**src/rtl/seg7_scan_decoder.sv**
```systemverilog
`default_nettype none
// ============================================================================
// Module      : seg7_scan_decoder
// Description : Snoops a time-multiplexed 7-segment display bus, filters each
//               digit dwell for stability, decodes it to BCD and publishes a
//               packed word once every digit has been refreshed.
// Revision    : 1.0 - initial release
// ============================================================================
module seg7_scan_decoder #(
  parameter int NUM_DIGITS    = 4,
  parameter int STABLE_CYCLES = 3
) (
  input  logic                    clk,
  input  logic                    rst_n,
  input  logic [6:0]              seg,
  input  logic [NUM_DIGITS-1:0]   dig_en,
  input  logic                    err_clr,
  output logic [4*NUM_DIGITS-1:0] bcd_out,
  output logic                    frame_valid,
  output logic [NUM_DIGITS-1:0]   digit_err
);

  localparam int                 c_RUN_W   = $clog2(STABLE_CYCLES + 1);
  localparam logic [c_RUN_W-1:0] c_RUN_MAX = c_RUN_W'(STABLE_CYCLES);
  localparam logic [c_RUN_W-1:0] c_RUN_ONE = c_RUN_W'(1);

  // Sample stage and run-length counter
  logic [6:0]              r_seg;
  logic [NUM_DIGITS-1:0]   r_dig;
  logic [c_RUN_W-1:0]      r_run;

  // Frame assembly state
  logic [4*NUM_DIGITS-1:0] r_slots;
  logic [NUM_DIGITS-1:0]   r_seen;
  logic [4*NUM_DIGITS-1:0] r_bcd;
  logic                    r_frame_valid;
  logic [NUM_DIGITS-1:0]   r_err;

  logic                    w_changed;
  logic [c_RUN_W-1:0]      w_run_nxt;
  logic                    w_capture_edge;
  logic                    w_onehot;
  logic                    w_capture;
  logic [3:0]              w_nib;
  logic                    w_illegal;
  logic [4*NUM_DIGITS-1:0] w_slots_nxt;
  logic [NUM_DIGITS-1:0]   w_seen_nxt;
  logic                    w_frame_done;
  logic [NUM_DIGITS-1:0]   w_err_set;

  assign w_changed = ({seg, dig_en} != {r_seg, r_dig});

  always_comb begin
    w_run_nxt = r_run;
    if (w_changed) begin
      w_run_nxt = c_RUN_ONE;
    end else if (r_run != c_RUN_MAX) begin
      w_run_nxt = r_run + c_RUN_ONE;
    end
  end

  // A fresh load can itself be the capturing edge when only one edge is required.
  assign w_capture_edge = (w_run_nxt == c_RUN_MAX) && ((r_run != c_RUN_MAX) || w_changed);
  assign w_onehot       = (dig_en != '0) && ((dig_en & (dig_en - NUM_DIGITS'(1))) == '0);
  assign w_capture      = w_capture_edge && w_onehot;

  always_comb begin
    w_nib     = 4'hE;
    w_illegal = 1'b0;
    case (seg)
      7'h3F:   w_nib = 4'h0;
      7'h06:   w_nib = 4'h1;
      7'h5B:   w_nib = 4'h2;
      7'h4F:   w_nib = 4'h3;
      7'h66:   w_nib = 4'h4;
      7'h6D:   w_nib = 4'h5;
      7'h7D:   w_nib = 4'h6;
      7'h07:   w_nib = 4'h7;
      7'h7F:   w_nib = 4'h8;
      7'h6F:   w_nib = 4'h9;
      7'h00:   w_nib = 4'hF;
      default: begin
        w_nib     = 4'hE;
        w_illegal = 1'b1;
      end
    endcase
  end

  genvar gi;
  generate
    for (gi = 0; gi < NUM_DIGITS; gi++) begin : g_slot
      assign w_slots_nxt[4*gi +: 4] = (w_capture && dig_en[gi]) ? w_nib : r_slots[4*gi +: 4];
    end
  endgenerate

  assign w_seen_nxt   = r_seen | (w_capture ? dig_en : '0);
  assign w_frame_done = w_capture && (&w_seen_nxt);
  assign w_err_set    = (w_capture && w_illegal) ? dig_en : '0;

  always_ff @(posedge clk or negedge rst_n) begin
    if (!rst_n) begin
      r_seg <= '0;
      r_dig <= '0;
      r_run <= '0;
    end else begin
      r_seg <= seg;
      r_dig <= dig_en;
      r_run <= w_run_nxt;
    end
  end

  always_ff @(posedge clk or negedge rst_n) begin
    if (!rst_n) begin
      r_slots       <= '0;
      r_seen        <= '0;
      r_bcd         <= '0;
      r_frame_valid <= 1'b0;
    end else begin
      r_slots       <= w_slots_nxt;
      r_seen        <= w_frame_done ? '0 : w_seen_nxt;
      r_frame_valid <= w_frame_done;
      if (w_frame_done) begin
        r_bcd <= w_slots_nxt;
      end
    end
  end

  // Set takes priority over a coincident clear.
  always_ff @(posedge clk or negedge rst_n) begin
    if (!rst_n) begin
      r_err <= '0;
    end else begin
      r_err <= (r_err & ~{NUM_DIGITS{err_clr}}) | w_err_set;
    end
  end

  assign bcd_out     = r_bcd;
  assign frame_valid = r_frame_valid;
  assign digit_err   = r_err;

endmodule
`default_nettype wire

```
**config.mk**
```make
export PLATFORM = sky130hd
export DESIGN_NAME = seg7_scan_decoder
export DESIGN_NICKNAME = d
export VERILOG_FILES = /design/src/rtl/seg7_scan_decoder.sv
export SDC_FILE = /design/constraint.sdc
export NUM_CORES = 1
export LEC_CHECK = 0
export ABC_CLOCK_PERIOD_IN_PS = 6400
export CAP_MARGIN = 25
export CORE_MARGIN = 2
export CORE_UTILIZATION = 40
export DETAILED_ROUTE_END_ITERATION = 6
export PLACE_DENSITY = 0.62
export SETUP_SLACK_MARGIN = 0.2
export SLEW_MARGIN = 10
export SYNTH_ARGS = -nofsm -noshare
export SYNTH_HDL_FRONTEND = slang
export SYNTH_SLANG_ARGS = --single-unit
export TNS_END_PERCENT = 20
```
**constraint.sdc**
```tcl
create_clock -name clk -period 6.4 [get_ports clk]
set_clock_uncertainty 0.2 [all_clocks]
set_input_delay 0.96 -clock clk [delete_from_list [all_inputs] [get_ports clk]]
set_output_delay 0.96 -clock clk [all_outputs]
set_load 0.01 [all_outputs]
```
**Word-level counts from Yosys, hierarchy flattened**

Index checks and enable logic that the tools add are counted.

- Bits in registers: 54
- Bits of input ports: 14
- Output and inout port bits: 21
- Word-level logic and storage cells: 54

- Add/subtract/negate cells: 2
- Equal/unequal tests: 13
- Muxes and demuxes: 11
- Bitwise logic cells: 5
- Reductions and logical operators: 15

Operators by type and width:

| operator | number |
|---|---|
| equality test 7 bit, second input constant | 7 |
| case mux 4 bit (11 select lines) | 1 |
| 2-to-1 mux 4 bit | 7 |
| equality test 7 x 3 -> 1 bit, second input constant | 2 |
| inequality test 11 bit | 1 |
| OR reduction 11 bit | 1 |
| logical AND 1 bit | 9 |
| bitwise AND 4 bit | 2 |
| bitwise OR 4 bit | 2 |
| equality test 7 x 6 -> 1 bit, second input constant | 1 |
| zero test 7 bit | 1 |
| zero test 4 bit | 1 |
| 2-to-1 mux 2 bit | 2 |
| NOT 4 bit | 1 |
| AND reduction 4 bit | 1 |
| nonzero test 4 bit | 1 |
| subtractor 4 x 1 -> 4 bit, second input constant | 1 |
| adder 2 x 1 -> 2 bit, second input constant | 1 |
| equality test 2 bit, second input constant | 1 |
| inequality test 2 bit, second input constant | 1 |
| logical OR 1 bit | 1 |
| 2-to-1 mux 1 bit | 1 |

**Longest topological paths before layout**

- Depth in word-level cells: 11
- Depth in mapped cells: 8
- Gate-level depth less buffers: 6

**Least setup slack after synthesis**

Ideal clock, no wire load.

- Kind: input to register
- From: input port seg[5]
- To: register r_bcd[1] (netlist: bcd_out[1])
- Setup time: 128 ps
- Data arrival time: 2846 ps
- Required time: 6072 ps
- Path slack: 3226 ps
- Cell stages on the path: 7
- Path buffers: 1
- Path through: clkbuf_1 xor2_1 nor3_1 nand4_4 nor4_4 mux2_2 mux2_1

- Elaborated cells on any way between the ends: 24
- Those cells by class: eq/ne (12); mux (4); bitwise (1); reduce/logical (7)

RTL lines:

| element | RTL line | source |
|---|---|---|
| from (decl) | 15 | `input logic [6:0] seg,` |
| inequality test 11 bit | 51 | `assign w_changed = ({seg, dig_en} != {r_seg, r_dig});` |
| 2-to-1 mux 2 bit | 55 | `if (w_changed) begin` |
| equality test 2 bit | 63 | `assign w_capture_edge = (w_run_nxt == c_RUN_MAX) && ((r_run != c_RUN_MAX) \|\| w_changed);` |
| logical AND 1 bit | 63 |  |
| logical AND 1 bit | 65 | `assign w_capture = w_capture_edge && w_onehot;` |
| logical AND 1 bit | 92 | `assign w_slots_nxt[4*gi +: 4] = (w_capture && dig_en[gi]) ? w_nib : r_slots[4*gi +: 4];` |
| 2-to-1 mux 4 bit * | 92 |  |
| named net w_slots_nxt[1] | 46 | `logic [4*NUM_DIGITS-1:0] w_slots_nxt;` |
| to (signal assigned) | 123 | `r_bcd <= w_slots_nxt;` |
| to (decl) | 35 | `logic [4*NUM_DIGITS-1:0] r_bcd;` |

Mark *: on every way through the listed nets, which the timed path passes. The rest lies on a longest branch.
A chain may end at the register's enable or synchronous reset.

**Worst setup path after layout**

- From: input port dig_en[3]
- To: register r_bcd[0] (netlist: bcd_out[0])

- Cells in the longest elaborated chain, start to end: 9
- Elaborated cells on any way between the ends: 17
- Those cells by class: add/sub (1); eq/ne (2); mux (3); bitwise (2); reduce/logical (9)

RTL lines:

| element | RTL line | source |
|---|---|---|
| from (decl) | 16 | `input logic [NUM_DIGITS-1:0] dig_en,` |
| subtractor 4 x 1 -> 4 bit or inequality test 11 bit (tied branches) | 64, 51 |  |
| bitwise AND 4 bit or 2-to-1 mux 2 bit (tied branches) | 64, 55 |  |
| zero test 4 bit or equality test 2 bit (tied branches) | 64, 63 |  |
| logical AND 1 bit (on tied branches) | 64, 63 |  |
| logical AND 1 bit | 65 |  |
| 2-to-1 mux 4 bit | 96 | `assign w_seen_nxt = r_seen \| (w_capture ? dig_en : '0);` |
| bitwise OR 4 bit | 96 |  |
| AND reduction 4 bit | 97 | `assign w_frame_done = w_capture && (&w_seen_nxt);` |
| logical AND 1 bit | 97 |  |

Parallel ways exist; a longest one is shown, timed or not.

==> results.md <==
- P_int: ~0.48 mW
- N_diodes: 0
- Max Fclk: 269.2 MHz
- Die area: 0.006934 mm2
- Minimum clock period: about 3.7 ns
- Slew @ Worst Pin: 0.8699 ns
- Synth Cell Area: 0.002514 mm2
- Layout Nets: between 200 and 250
- FF/Latch Area: approximately 0.0014 mm2
- Element type at the critical path end: flip-flop
- Fraction of registers with async set/reset: between 90% and 100%
- Yosys reg bits: 54
- Num CTS Buffers: 5
- Cell Rows: 28
- Worst Setup SP: dig_en[3]
- Clock-pin slew on the worst setup and hold paths: 0.10 ns
- Flop2flop setup slack: approximately 3.7 ns
- WS Path Type: in2reg
- Min-delay src: r_slots[10]
- Yosys warns: 0
- LEAKAGE: about 1.4 nW
- WP data required: 6.39 ns
- Worst reg2reg path depth: 6
- Outcome: complete, no violations
- Reg2reg end: bcd_out[0]
- Sinks on Clock Net: 54
- Design Power: 0.6191 mW
- Fraction of layout cells with a size suffix above 1: 17.60%
- RSZ-0062 raised after global routing: false
- PD cells: between 200 and 250 mW/mm2
- GRT Total Usage: 14.47%
- Port Buf Inserts: 34
- Worst slew margin: approximately 42%
- Post-synthesis average cell area: 12.38 um2
- Post CTS Setup Buffer Count: 0
- EDFF count, synth: 0
- # setup viols final: 0
- Die Span X: 83.27 um
- Critical path startpoint category: input pin
- Routed len/inst: 15.54 um
- Detailed placer's ending HPWL: 3267 um
- Final Hold Fails: 0
- First-pass GRT wire length: 8079 um
- Final Cycle Share: 58.05%
- Yosys cell types: 47
- CP max FO: 12
- Core area: 0.005991 mm2
- Seq/Total Area, Yosys: about 54%
- Util after Layout: 49.92%
- Max-Cap Viols: 0
- Io pins: 35
- Maximum vdd drop: between 0.1 and 0.15 mV
- Clk buf depth: 2
- GP Congestion: 0.8343
- TritonCTS clock tree: built
- Largest net degree at the start of global routing: 55
- Crit path DAT: 3.71 ns
- Hold path cells: 2
- Final TNS setup: 0 ns
- Reg2reg start: r_seg[2]
- GRT overflow: 0
- Multi-input gate area: 0.001074 mm2
- WHS Endpoint: r_slots[10]
- First drt pass iteration count: 4
- Via Count: around 1.6k
- # fillers: between 500 and 600
- Area growth syn-to-layout: 18.96%
- Initial antenna violation count: 0
- Vias per cell: 5.282
- Vias in the first global route: 1,593
- Initial DRC count: around 150
- Die Y: 83.27 um
- Final Slew Violations: 0
- Total Wirelength: 4787 um
- CTS H-tree depth: 2
- # DRC: 0
- Dominant synthesized flop cell: dfrtp_1
- Initial core utilization: around two fifths
- Clock Power Share: 36.7%
- Worst hold path class: reg2reg
- PostCTS Resize Cnt: 0
- Post-DRT Antenna Nets: 0
- Clock latency on the worst-skew pair: roughly 0.3 ns
- Hold buffer count at CTS: 0
- Clock Tree Root: clkbuf_8
- Logic pwr share: 7.4%
- Fraction of power spent switching nets: 22.82%
- P_sw: 0.1413 mW
- Sequential Power Share: 55.9%
- Syn nets: about 220
- Post-Syn Instances: between 200 and 250
[synth_stat cells, types with 5 or more instances]
cell type	count	area, um2
dfrtp_1	54	1351
nor2_1	15	56.30
xor2_1	12	105.1
mux2_2	11	123.9
a21oi_1	10	50.05
mux2_4	10	150.1
nand2_1	7	26.28
o21ai_0	7	35.03
clkbuf_1	6	22.52
nand2b_1	6	37.54
buf_2	5	25.02
inv_1	5	18.77
[state kept, by name (all words and copies together) (netlist names)]
register / count
bcd_out: 16
digit_err: 4
frame_valid: 1
r_dig: 4
r_run: 2
r_seen: 4
r_seg: 7
r_slots: 16
[final cells by class]
cell class / count / area share, %
flip-flops and latches: 54 / 45.19
multi-input cells: 131 / 35.90
repair buffers: 35 / 11.46
well taps: 75 / 3.138
clock buffers: 6 / 2.427
clock inverters: 2 / 1.255
inverters: 5 / 0.6276
[cell usage in the layout, fill, tap and decap left out, types with 4 or more instances in the layout]
cell type and instances:
dfrtp_1 54, o21ai_0 7, mux2_2 11, nor2_1 15, nand2b_1 6, clkdlybuf4s50_1 33
nand2_1 7, inv_1 5, xor2_1 12, a22o_1 4, mux2_4 10, a21oi_1 10
clkbuf_8 5
[power by group through the flow]
stage | registers, mW | clock network, mW | logic, mW
after CTS | 0.346 | 0.235 | 0.0470
after detailed placement | 0.353 | 0 | 0.0468
after floorplan | 0.353 | 0 | 0.0266
final | 0.346 | 0.227 | 0.0459
after global routing | 0.346 | 0.250 | 0.0513
after global placement | 0.353 | 0 | 0.0468
[how the worst max path moves through the flow]
stage	depth (start not counted)	endpoint	slack, ns
CTS	7	bcd_out[0]	2.67
global placement	7	bcd_out[1]	2.36
floorplan	7	bcd_out[1]	3.23
detailed placement	7	bcd_out[0]	2.35
global route	7	bcd_out[0]	2.53
finish	7	bcd_out[0]	2.69
[per-layer routing]
layer / wire (um) / track usage (%) / vias up
li1: - / - / 777
met1: 2380 / 21.38 / 796
met3: 249 / 4.076 / 2
met2: 2142 / 21.19 / 52
met4: 15 / 3.130 / 0
met5: 0 / 0 / -
[worst max-delay path, cell delays in order]
cell and delay [ns]:
clkdlybuf4s50_1 0.64, xor2_1 0.24, nor3_1 0.45, nand4_4 0.32
nor3_4 0.38, o21ai_2 0.32, mux2_1 0.39
[through the flow]
stage          area [um2]  setup WS, ns  hold slack [ns]  cells
6_report             2990         2.685           0.2778    308
5_1_grt              2990         2.532           0.3042    308
4_1_cts              2990         2.672           0.2798    308
3_5_place_dp         2880         2.353           0.2578    300
3_3_place_gp         2880         2.358           0.2464    300
2_1_floorplan        2514         3.226           0.2300    203
[kinds of logic (layout without fill, tap and decap cells)]
group	Yosys count	after routing	share of synthesized area, %
simple gates	57	57	15.73
flops	54	54	53.76
compound gates	35	35	9.408
mux	26	26	13.04
buf+inv	18	48	3.534
xor+xnor	13	13	4.530
No activity file was read; power rests on OpenSTA's default activity.
